$ cat config.mk
export PLATFORM = sky130hd
export DESIGN_NAME = id_ex_pipe
export DESIGN_NICKNAME = d
export VERILOG_FILES = /design/src/rtl/id_ex_pipe.sv
export SDC_FILE = /design/constraint.sdc
export NUM_CORES = 1
export LEC_CHECK = 0
export ABC_AREA = 1
export BUFFER_PORTS_ARGS = -buffer_cell sky130_fd_sc_hd__clkbuf_2
export CAP_MARGIN = 20
export CORE_MARGIN = 5
export CORE_UTILIZATION = 35
export DETAILED_ROUTE_END_ITERATION = 10
export HOLD_SLACK_MARGIN = 0.1
export PLACE_DENSITY = 0.56
export RECOVER_POWER = 25
export SYNTH_ARGS = -nofsm -noshare
export SYNTH_HDL_FRONTEND = slang
export SYNTH_SLANG_ARGS = --single-unit
$ cat constraint.sdc
create_clock -name clk -period 1.6 [get_ports clk]
set_input_delay 0.24 -clock clk [delete_from_list [all_inputs] [get_ports clk]]
set_output_delay 0.24 -clock clk [all_outputs]
set_load 0.005 [all_outputs]
$ cat src/rtl/id_ex_pipe.sv
// id_ex_pipe: decode-to-execute pipeline register with a one-entry skid buffer and a saturating stall counter
// Ports:
//   clk, rst (sync, active-low)   clock and reset
//   flush                         drop held entries and the beat offered this cycle
//   in_valid/in_ready + in_*      upstream beat (in_ready is registered: !skid_valid)
//   out_valid/out_ready + out_*   registered payload to execute; empty slots are zero bubbles
//   stall_cnt                     cycles with out_valid && !out_ready, saturating
module id_ex_pipe #(
    parameter int DATA_WIDTH = 64,
    parameter int CNT_WIDTH  = 32
) (
    input  logic                  clk,
    input  logic                  rst,
    input  logic                  flush,
    input  logic                  in_valid,
    output logic                  in_ready,
    input  logic [4:0]            in_inst_type,
    input  logic [7:0]            in_inst_opcode,
    input  logic [DATA_WIDTH-1:0] in_op1,
    input  logic [DATA_WIDTH-1:0] in_op2,
    input  logic [4:0]            in_rd_addr,
    input  logic                  in_rd_w_ena,
    output logic                  out_valid,
    input  logic                  out_ready,
    output logic [4:0]            out_inst_type,
    output logic [7:0]            out_inst_opcode,
    output logic [DATA_WIDTH-1:0] out_op1,
    output logic [DATA_WIDTH-1:0] out_op2,
    output logic [4:0]            out_rd_addr,
    output logic                  out_rd_w_ena,
    output logic [CNT_WIDTH-1:0]  stall_cnt
);
    localparam int PW = 19 + 2 * DATA_WIDTH;

    logic [PW-1:0]        w_in_pl;
    logic [PW-1:0]        r_out_pl;
    logic [PW-1:0]        r_skid_pl;
    logic                 r_out_valid;
    logic                 r_skid_valid;
    logic                 w_accept;
    logic                 w_load;
    logic [CNT_WIDTH-1:0] r_stall_cnt;

    assign w_in_pl  = {in_inst_type, in_inst_opcode, in_op1, in_op2, in_rd_addr, in_rd_w_ena};
    assign in_ready = rst && !r_skid_valid;
    assign w_accept = in_valid && in_ready && !flush;
    // output slot is free to change when empty or being drained this cycle
    assign w_load   = !r_out_valid || out_ready;

    always_ff @(posedge clk) begin
        if (!rst) begin
            r_out_valid  <= 1'b0;
            r_skid_valid <= 1'b0;
            r_out_pl     <= '0;
            r_skid_pl    <= '0;
            r_stall_cnt  <= '0;
        end else begin
            if (r_out_valid && !out_ready && r_stall_cnt != {CNT_WIDTH{1'b1}})
                r_stall_cnt <= r_stall_cnt + 1'b1;
            if (flush) begin
                r_out_valid  <= 1'b0;
                r_skid_valid <= 1'b0;
                r_out_pl     <= '0;
                r_skid_pl    <= '0;
            end else if (w_load) begin
                // skid entry is older than anything on the input, so it goes first
                r_out_valid  <= r_skid_valid || w_accept;
                r_out_pl     <= r_skid_valid ? r_skid_pl : (w_accept ? w_in_pl : '0);
                r_skid_valid <= 1'b0;
            end else if (w_accept) begin
                r_skid_valid <= 1'b1;
                r_skid_pl    <= w_in_pl;
            end
        end
    end

    assign out_valid = r_out_valid;
    assign stall_cnt = r_stall_cnt;
    assign {out_inst_type, out_inst_opcode, out_op1, out_op2, out_rd_addr, out_rd_w_ena} = r_out_pl;
endmodule

# Word-level counts from Yosys, hierarchy flattened

Cells that the tools add are included.

Output and inout port bits: 181
Register bits: 328
Input bits: 152
Word-level logic and storage cells: 25

Muxes and demuxes: 2
Bitwise operators: 2
Reduce and logical (&&, ||, !) cells: 14
Eq/ne operators: 1
Add/subtract/negate cells: 1

Operators by type and width:

| cell                                           | count |
|---|---|
| 2-to-1 mux 147 bit                             | 2 |
| adder 32 x 1 -> 32 bit (second input constant) | 1 |
| inequality test 32 bit (second input constant) | 1 |
| logical AND 1 bit                              | 5 |
| zero test 1 bit                                | 4 |
| OR reduction 3 bit                             | 1 |
| logical OR 1 bit                               | 2 |
| inverter 1 bit                                 | 2 |
| AND reduction 2 bit                            | 1 |
| OR reduction 2 bit                             | 1 |

# Logic depth before layout (Yosys ltp)

Gate-level depths: netlist of run 1.

Word-level depth: 6
Depth in mapped cells: 11
Mapped depth without buffers: 10

# Worst setup path before layout of run 1

Ideal clock, no wire load.

Path kind: flip-flop to flip-flop
Start point: reg r_stall_cnt[0] (netlist: stall_cnt[0])
End point: reg r_stall_cnt[25] (netlist: stall_cnt[25])
Data required time: 1.485 ns
Path buffers: 2
Stages on the path, launching flop included: 11
Setup time: 0.115 ns
Clock period less this slack: 1.651 ns
Data arrival time: 1.536 ns
Setup slack: -0.051 ns
Path through: dfxtp_1 -> ha_1 -> nand2_1 -> nor2_4 -> nand2_2 -> nor2_4 -> nand3_2 -> buf_6 -> buf_6 -> a21oi_1 -> nor2_1

Cells in the longest elaborated chain, start to end: 2
Elaborated cells between the ends (all ways): 3
Classes of those cells: add/sub (1); eq/ne (1); reduce/logical (1)

Ends and longest elaborated chain:

| element                                                        | line | RTL |
|---|---|---|
| start, declared                                                | 42   | `logic [CNT_WIDTH-1:0] r_stall_cnt;` |
| start signal, assigned                                         | 59   | `r_stall_cnt <= r_stall_cnt + 1'b1;` |
| branches (longest 2 deep; another with adder 32 x 1 -> 32 bit) | -    |  |

Parallel ways; which one is timed is not known.
A chain may end at the register's enable or synchronous reset.

# Worst setup path in the final report of run 1

Start point: reg r_stall_cnt[0] (netlist: stall_cnt[0])
End point: reg r_stall_cnt[26] (netlist: stall_cnt[26])

The elaborated chain is that of the path after synthesis.

==> results of run 1 <==
## kinds of logic after synthesis
group | Yosys count
compound gates | 619
flops | 328
simple gates | 545
buf+inv | 163
fa+ha+maj | 1
xor+xnor | 1
## worst min path at each step
stage	cells past startpoint	startpoint	endpoint	slack, ns
after floorplan	2	in_op1[49]	r_skid_pl[119]	0.35
after global placement	3	in_op1[55]	r_skid_pl[125]	0.46
after detailed placement	3	in_inst_opcode[1]	r_skid_pl[135]	0.47
after CTS	5	out_ready	r_skid_valid	0.27
after global routing	5	flush	r_skid_valid	0.28
final	5	flush	r_skid_valid	0.27
## routing by layer
metal  up-vias  wire, um
met3        92      2458
met1      6278     19220
met5         -         0
li1       6640         -
met2       433     20830
met4         0      1473
## sequential cells by signal, summed over array words and instances, names as in the netlist
name,cells
stall_cnt,32
r_skid_pl,147
r_skid_valid,1
out_valid,1
r_out_pl,147
## power breakdown
part	total [mW]	switching [mW]	internal [mW]
registers	8.31	0.0541	8.25
logic	1.28	0.669	0.614
clock network	8.28	3.32	4.96
## worst max-delay path, stage by stage, from the launching register on
cell     delay [ns]
dfxtp_2        0.35
ha_4           0.16
nand2_4        0.06
nor2_4         0.14
nand2_2        0.08
nor2_4         0.15
nand3_4        0.11
buf_12         0.18
a21oi_1        0.14
nor2_1         0.06
## cell usage in the layout (no fill, tap or decap), types with 3 or more instances in the layout
master	netlist	final
nand2_1	289	281
buf_16	0	3
buf_4	7	66
buf_12	0	17
clkbuf_8	0	6
nor2_2	2	13
nor2_4	5	6
nand3_1	153	152
clkbuf_2	0	252
dfxtp_2	0	6
clkinv_2	0	3
nand3_2	3	3
a31oi_1	3	3
buf_6	3	5
o21ai_0	215	215
clkbuf_16	0	38
a21oi_1	314	311
clkbuf_1	82	92
dfxtp_1	328	321
nand4_1	10	10
nor2_1	77	65
dlygate4sd3_1	0	149
o21ai_1	81	81
nand2_2	1	5
inv_1	21	21
a21oi_2	6	9
nand2_4	0	4
## per-stage QoR
step | utilization, % | total power, mW
6_report | 50.04 | 17.87
5_1_grt | 50.04 | 18.55
4_1_cts | 49.88 | 18.09
3_5_place_dp | 42.33 | 9.465
3_3_place_gp | 42.33 | 9.462
2_1_floorplan | - | 8.940
## repair_timing
action,4_1_cts,5_1_grt
endpoints found under the hold margin,298,0
setup buffers,0,1
hold buffers,149,0
cloned,2,0
pin swaps,0,5
gates resized for setup,1,43
endpoints found under the setup margin,1,66
## area by class of cell
class                           instances  share of cell area [%]
Clock buffer                           56                   5.944
Clock inverter                          6                  0.5241
Inverter                               25                  0.5792
Multi-Input combinational cell       1166                   30.92
Sequential cell                       328                   36.25
Tap cell                              468                   3.227
Timing Repair Buffer                  574                   22.56
==> results.sh, run 1 <==
export IMPL_synth_edf_count=0
export IMPL_ys_seq_area_share_pct=51.50
export IMPL_critPathRequiredTime_ns=2.00
export IMPL_grt_overflow=0
export IMPL_fin_nets=2285
export IMPL_grt_met1_usage_pct=26.88
export IMPL_layout_drive_gt1_share_pct=20.93
export IMPL_drv_cap=0
export IMPL_drc=0
export IMPL_synthCells=1657
export IMPL_hold_class="in -> reg"
export IMPL_fmax_mhz=644.8
export IMPL_synth_top_area_cell="dfxtp_1"
export IMPL_die_area_um2=40340
export IMPL_final_seq_area_um2=6578
export IMPL_pin_count=333
export IMPL_ys_ff_latch=328
export IMPL_post_dp_cell_area_um2=15350
export IMPL_drv_slew=0
export IMPL_tns_ns=0
export IMPL_leakage_nw=6.783
export IMPL_power_density_nw_per_um2=985.0
export IMPL_via_count=13443
export IMPL_rrSetupSlack_ns=0.05
export IMPL_period_minus_slack_ns=1.551
export IMPL_die_w_um=200.9
export IMPL_vias_per_cell=5.125
export IMPL_core_area_um2=36260
export IMPL_synth_compound_area_share_pct=24.50
export IMPL_cp_endpoint="stall_cnt[26]"
export IMPL_fin_cells=2623
export IMPL_tritoncts="built"
export IMPL_yosys_top_cells_area="dfxtp_1 (52%), a21oi_1 (12%), nand2_1 (8.5%)"
export IMPL_grt_pass1_vias=13412
export IMPL_rr_startpoint="stall_cnt[0]"
export IMPL_clk_pin_slew_ns=0.05
export IMPL_crit_start="stall_cnt[0]"
export IMPL_antenna_found_initial=0
export IMPL_die_h_um=200.9
export IMPL_vdd_drop_max_v=0.0007239
export IMPL_h_tree_depth=2
export IMPL_async_flop_share_pct=0
export IMPL_rr_worst_depth=9
export IMPL_fillers=3520
export IMPL_finalSetupViolCount=0
export IMPL_grtUsageMet3_pct=3.990
export IMPL_synth_ff_type="dfxtp_1"
export IMPL_netlist_area_um2=12750
export IMPL_rows=70
export IMPL_finalInstanceArea_um2=18140
export IMPL_num_antenna_cells=0
export IMPL_crit_arrival_ns=1.95
export IMPL_dp_hpwl_um=26850
export IMPL_crit_path_end_kind="flop"
export IMPL_insertion_delay_ns=0.52
export IMPL_syn_nets=1810
export IMPL_place_ws_ns=0.01332
export IMPL_first_pass_iters=5
export IMPL_grt_use_total_pct=20.74
export IMPL_use_met2_pct=34.62
export IMPL_fin_ws_ns=0.04910
export IMPL_critical_path_class="reg -> reg"
export IMPL_gp_congestion=0.7987
export IMPL_skew_ns=0.01802
export IMPL_status="complete, no violations"
export IMPL_dp_cells=2409
export IMPL_syn_avg_cell_area_um2=7.694
export IMPL_path_max_fanout=28
export IMPL_synth_mux_area_share_pct=0
export IMPL_routed_wl_um=43980
export IMPL_ys_top_cells_by_count="dfxtp_1 (328), a21oi_1 (314), nand2_1 (289), o21ai_0 (215), nand3_1 (153)"
export IMPL_area_delta_synth_final_pct=42.32
export IMPL_globalRoute_busiestLayer="met2"
export IMPL_root_buffer="clkbuf_16"
export IMPL_wl_per_cell_um=16.77
export IMPL_grt_max_degree=78
export IMPL_cts_sink_count=328
export IMPL_whs_ns=0.2718
export IMPL_drtIter0Drc=744
export IMPL_rsz0062_at_grt="true"
export IMPL_timing_slew_headroom_pct=68.42
export IMPL_post_route_period_util_pct=96.93
export IMPL_synth_top_area_share_pct=51.50
export IMPL_synth_top_family_by_area="compound AO/OA/AOI/OAI gates"
export IMPL_startpoint_type="flop"
export IMPL_synthSimpleGateAreaFrac_pct=18.34
export IMPL_yosysMostFrequentCell="dfxtp_1"
export IMPL_grt_pass1_wl_um=70930
export IMPL_synthAdderAreaFrac_pct=0.09814
export IMPL_cts_path_max_buffers=3
export IMPL_antenna_left=0
export IMPL_tightest_slew_ns=0.4738
export IMPL_final_hold_viol_count=0
export IMPL_start_util_pct=35.16
export IMPL_cts_made_buffers=37
export IMPL_io_buffers=332
export IMPL_synth_xor_area_share_pct=0.06869
export IMPL_yosysWarnings=0
export IMPL_multi_input_area_um2=5610
export IMPL_rr_endpoint="stall_cnt[26]"
export IMPL_synth_cell_types=28
Power figures use the tool's default switching activity.
==> run 2, diff against run 1 <==
--- a/config.mk
+++ b/config.mk
@@ -12,7 +12,7 @@
 export CORE_UTILIZATION = 35
 export DETAILED_ROUTE_END_ITERATION = 10
 export HOLD_SLACK_MARGIN = 0.1
-export PLACE_DENSITY = 0.56
+export PLACE_DENSITY = 0.68
 export RECOVER_POWER = 25
 export SYNTH_ARGS = -nofsm -noshare
 export SYNTH_HDL_FRONTEND = slang
==> run 2 against run 1 <==
  * Cell area rose by 1.5%
  * Combinational power barely moved
  * The run now ends with negative setup slack left
  * Critical endpoint is now stall_cnt[2]
  * Maximum frequency fell by 3.2%
  * Wire length rose by 1.7%
  * Flip-flop and latch count did not move
  * Critical path depth rose by 1
  * Register-to-register slack got worse by 0.05 ns
  * Sequential power barely moved
  * Utilization rose by 0.73 points
==> results.sh, run 2 (synthesis gave the netlist of run 1 again) <==
export IMPL_mostFrequentLayoutCells="dfxtp_1 (320), a21oi_1 (305), nand2_1 (283), clkbuf_2 (256), o21ai_0 (215)"
export IMPL_leakage_nw=6.881
export IMPL_hold_class="in -> reg"
export IMPL_drv_slew=0
export IMPL_critPathRequiredTime_ns=2.01
export IMPL_violations="negative setup slack"
export IMPL_final_common_cell="dfxtp_1"
export IMPL_core_area_um2=36260
export IMPL_startpoint_type="flop"
export IMPL_drc=0
export IMPL_power_density_nw_per_um2=983.0
export IMPL_path_cells="ha_4 > nand2_4 > nor2_4 > nand2_2 > nor2_4 > buf_6 > nand2_8 > buf_6 > a31oi_4 > nor2_1"
export IMPL_post_dp_cell_area_um2=15330
export IMPL_grt_max_degree=107
export IMPL_drtIter0Drc=838
export IMPL_insertion_delay_ns=0.53
export IMPL_via_count=13815
export IMPL_wl_per_cell_um=17.02
export IMPL_timing_slew_headroom_pct=60.85
export IMPL_power_mw=18.10
export IMPL_cts_path_max_buffers=3
export IMPL_vias_per_cell=5.255
export IMPL_drv_cap=0
export IMPL_post_route_period_util_pct=100.1
export IMPL_h_tree_depth=2
export IMPL_cp_num_buf_inv=2
export IMPL_grt_overflow=0
export IMPL_first_pass_iters=5
export IMPL_place_ws_ns=-0.03817
export IMPL_path_delay_family="simple AND/OR/NAND/NOR gates"
export IMPL_fin_ws_ns=-0.001525
export IMPL_tritoncts="built"
export IMPL_cts_sink_count=328
export IMPL_area_delta_synth_final_pct=44.40
export IMPL_fillers=3333
export IMPL_whs_ns=0.1800
export IMPL_die_h_um=200.9
export IMPL_io_buffers=332
export IMPL_root_buffer="clkbuf_16"
export IMPL_finalInstanceArea_um2=18410
export IMPL_switching_power_mw=4.100
export IMPL_p_seq_share_pct=45.9
export IMPL_start_util_pct=35.16
export IMPL_fmax_mhz=624.4
export IMPL_p_int_mw=14.00
export IMPL_tns_ns=-0.001525
export IMPL_path_max_fanout=7
export IMPL_dp_hpwl_um=26330
export IMPL_antenna_left=0
export IMPL_sw_frac_of_total_pct=22.65
export IMPL_grt_use_total_pct=20.82
export IMPL_clk_pin_slew_ns=0.06
export IMPL_rsz0062_at_grt="true"
export IMPL_skew_ns=0.01869
export IMPL_grt_pass1_wl_um=71100
export IMPL_finalSetupViolCount=1
export IMPL_final_hold_viol_count=0
export IMPL_cts_made_buffers=36
export IMPL_pin_count=333
export IMPL_tightest_slew_ns=0.5872
export IMPL_max_stage_delay_ns=0.35
export IMPL_layout_drive_gt1_share_pct=21.91
export IMPL_routed_wl_um=44730
export IMPL_rows=70
export IMPL_grt_pass1_vias=13683
export IMPL_cpMaxStageDelayCell="dfxtp_2"
export IMPL_gp_congestion=0.8566
export IMPL_critical_path_class="reg -> reg"
export IMPL_antenna_found_initial=2
export IMPL_clock_power_share_pct=47.0
export IMPL_die_area_um2=40340
export IMPL_status="finished, violations left"
export IMPL_fin_nets=2285
export IMPL_die_w_um=200.9
export IMPL_period_minus_slack_ns=1.602
export IMPL_combPwrFrac_pct=7.1
export IMPL_vdd_drop_max_v=0.0006767
export IMPL_crit_path_end_kind="flop"
export IMPL_crit_arrival_ns=2.01
-- run 2: cell type report --
type                    instances  area [um^2]  share of cell area, %
inverters                      25        101.3                 0.5505
clock inverters                12        152.6                 0.8291
diodes                          2        5.005                0.02718
multi-input cells            1166         5704                  30.98
clock buffers                  53         1067                  5.797
repair buffers                575         4215                  22.90
flip-flops and latches        328         6579                  35.73
well taps                     468        585.6                  3.181
-- run 2: repair_timing --
action / in CTS / in global routing
buffers inserted: 0 / 5
pin swaps: 1 / 14
endpoints found under the hold margin: 296 / 0
hold buffers: 148 / 0
gates resized for setup: 10 / 52
endpoints found under the setup margin: 14 / 129
gates cloned: 2 / 4
-- run 2: final timing paths --
check	slack (ns)	to	startpoint	cells past startpoint
max reg2reg	-0.002	stall_cnt[2]	stall_cnt[1]	10
min reg2reg	0.48	r_skid_pl[107]	r_skid_pl[107]	2
min	0.18	stall_cnt[0]	rst	4
max	-0.002	stall_cnt[2]	stall_cnt[1]	10
-- run 2: worst min-delay path, cell delays in order --
cell      delay, ns
clkbuf_2       0.13
inv_2          0.09
buf_4          0.16
a21oi_1        0.05
-- run 2: through the flow --
stage               util (%)  cells
finish                 50.77   2629
global route           50.77   2629
CTS                    50.01   2618
detailed placement     42.28   2403
global placement       42.28   2403
floorplan                  -   1657
-- run 2: power groups by stage --
stage          combinational, mW  sequential, mW  clock (mW)
2_1_floorplan              0.460            8.48           0
3_3_place_gp               0.958            8.48           0
3_5_place_dp               0.971            8.48           0
4_1_cts                     1.27            8.30        8.70
5_1_grt                     1.40            8.31        9.04
6_report                    1.28            8.31        8.51
-- run 2: metal layers --
| metal | GRT usage [%] | share of wire (%) |
|---|---|---|
| met3 | 3.845 | 6.2 |
| met4 | 9.046 | 4.0 |
| met1 | 26.23 | 41 |
| met2 | 34.97 | 48 |
| met5 | 0 | 0 |
==> run 3, diff against run 2 <==
==> constraint.sdc (replaced) <==
create_clock -name clk -period 1.3 [get_ports clk]
set_input_delay 0.13 -clock clk [delete_from_list [all_inputs] [get_ports clk]]
set_output_delay 0.13 -clock clk [all_outputs]
set_load 0.005 [all_outputs]
==> run 3 against run 2 <==
  * Wire length up 46%
  * Final cell count increased by 6.0%
  * Global-route usage increased by 5.8 points
  * First-iteration DRC count is 56% higher
  * Largest power group unchanged
  * Critical endpoint is now stall_cnt[7]
  * The run still ends with negative setup slack left
==> results.sh, run 3 (synthesis gave the netlist of run 1 again) <==
export IMPL_tritoncts="built"
export IMPL_die_w_um=200.9
export IMPL_violations="negative setup slack"
export IMPL_critical_path_class="reg -> reg"
export IMPL_finalInstanceArea_um2=23970
export IMPL_min_path_cells=5
export IMPL_tightest_slew_ns=0.3759
export IMPL_mostFrequentLayoutCells="dfxtp_1 (316), clkbuf_2 (296), nand2_1 (205), a21oi_1 (159), dlygate4sd3_1 (148)"
export IMPL_post_route_period_util_pct=127.4
export IMPL_drv_slew=0
export IMPL_insertion_delay_ns=0.53
export IMPL_cts_path_max_buffers=3
export IMPL_globalRoute_busiestLayer="met2"
export IMPL_power_density_nw_per_um2=966.9
export IMPL_rsz0062_at_grt="true"
export IMPL_final_hold_viol_count=0
export IMPL_vdd_drop_max_v=0.001061
export IMPL_antenna_left=0
export IMPL_tns_ns=-49.58
export IMPL_rr_endpoint="stall_cnt[7]"
export IMPL_gp_congestion=0.8271
export IMPL_finalSetupViolCount=315
export IMPL_grt_met1_usage_pct=31.73
export IMPL_antenna_found_initial=2
export IMPL_grt_pass1_wl_um=87710
export IMPL_timing_slew_headroom_pct=74.68
export IMPL_worstHoldStart="flush"
export IMPL_area_delta_synth_final_pct=88.04
export IMPL_fillers=2537
export IMPL_dp_cells=2446
export IMPL_first_pass_iters=6
export IMPL_rr_worst_depth=11
export IMPL_use_met2_pct=45.97
export IMPL_post_dp_cell_area_um2=15680
export IMPL_crit_path_end_kind="flop"
export IMPL_grtUsageMet3_pct=5.121
export IMPL_fin_nets=2448
export IMPL_final_common_cell="dfxtp_1"
export IMPL_min_to="r_out_pl[133]"
export IMPL_crit_start="stall_cnt[1]"
export IMPL_whs_ns=0.1570
export IMPL_core_area_um2=36260
export IMPL_critPathRequiredTime_ns=1.71
export IMPL_path_max_fanout=5
export IMPL_status="finished, violations left"
export IMPL_fin_ws_ns=-0.3565
export IMPL_io_buffers=332
export IMPL_pin_count=333
export IMPL_die_h_um=200.9
export IMPL_period_minus_slack_ns=1.657
export IMPL_die_area_um2=40340
export IMPL_cts_made_buffers=36
export IMPL_crit_arrival_ns=2.07
export IMPL_start_util_pct=35.16
export IMPL_drc=0
export IMPL_fmax_mhz=603.7
export IMPL_vias_per_cell=5.750
export IMPL_cts_sink_count=328
export IMPL_root_buffer="clkbuf_16"
export IMPL_layout_drive_gt1_share_pct=50.47
export IMPL_grt_overflow=0
export IMPL_grt_use_total_pct=26.62
export IMPL_drv_cap=0
export IMPL_rows=70
export IMPL_fin_cells=2787
export IMPL_via_count=16026
export IMPL_wl_per_cell_um=23.43
export IMPL_clk_pin_slew_ns=0.07
export IMPL_grt_max_degree=51
export IMPL_startpoint_type="flop"
export IMPL_leakage_nw=9.158
export IMPL_skew_ns=0.02232
export IMPL_place_ws_ns=-0.3152
export IMPL_hold_class="in -> reg"
export IMPL_rrSetupSlack_ns=-0.36
export IMPL_h_tree_depth=2
export IMPL_drtIter0Drc=1306
export IMPL_dp_hpwl_um=27120
export IMPL_grt_pass1_vias=15546
export IMPL_rr_startpoint="stall_cnt[1]"
export IMPL_routed_wl_um=65300
## run 3: through the flow
step | utilization [%] | power (mW)
floorplan | - | 11.01
global placement | 43.25 | 11.63
detailed placement | 43.25 | 11.65
CTS | 60.02 | 22.63
global route | 66.12 | 23.78
finish | 66.12 | 23.18
## run 3: area by class of cell
type	count	area (um^2)	share of cell area [%]
multi-input combinational	1166	8265	34.48
sequential	328	6594	27.50
antenna	1	2.502	0.01044
inverter	25	126.4	0.5271
tap	468	585.6	2.442
clock buffer	50	1055	4.400
timing repair buffer	738	7236	30.18
clock inverter	11	110.1	0.4593
## run 3: per-layer routing
metal	vias up	share of wire, %
met5	-	0.031
met4	2	6.9
met3	314	8.2
met2	994	49
met1	7682	36
li1	7034	-
## run 3: critical path, stage by stage (launching register included)
cell	delay, ns
dfxtp_4	0.36
ha_4	0.15
nand2_4	0.06
nor2_4	0.13
nand2_2	0.07
nor2_4	0.10
buf_6	0.12
nand3_4	0.09
buf_12	0.17
clkbuf_16	0.16
a21oi_2	0.11
nor2_1	0.05
## run 3: how the worst max path moves through the flow
stage               endpoint  slack (ns)
3_3_place_gp   stall_cnt[30]       -0.29
5_1_grt        stall_cnt[22]       -0.48
3_5_place_dp   stall_cnt[30]       -0.32
2_1_floorplan   stall_cnt[5]       -0.21
6_report        stall_cnt[7]       -0.36
4_1_cts         stall_cnt[7]       -0.29
## run 3: power by group
| group | switching, mW | internal (mW) | total, mW | leakage, nW |
|---|---|---|---|---|
| logic | 1.40 | 1.27 | 2.67 | 5.93 |
| registers | 0.0931 | 10.1 | 10.2 | 2.65 |
| clock network | 4.22 | 6.05 | 10.3 | 0.575 |
| total | 5.71 | 17.5 | 23.2 | 9.16 |
## run 3: what timing repair did
item / in CTS / in global routing
gates cloned: 52 / 27
pin swaps: 65 / 58
resized for setup: 464 / 508
endpoints found under the setup margin: 294 / 334
setup buffers: 47 / 20
hold buffers: 150 / 0
endpoints found under the hold margin: 311 / 0
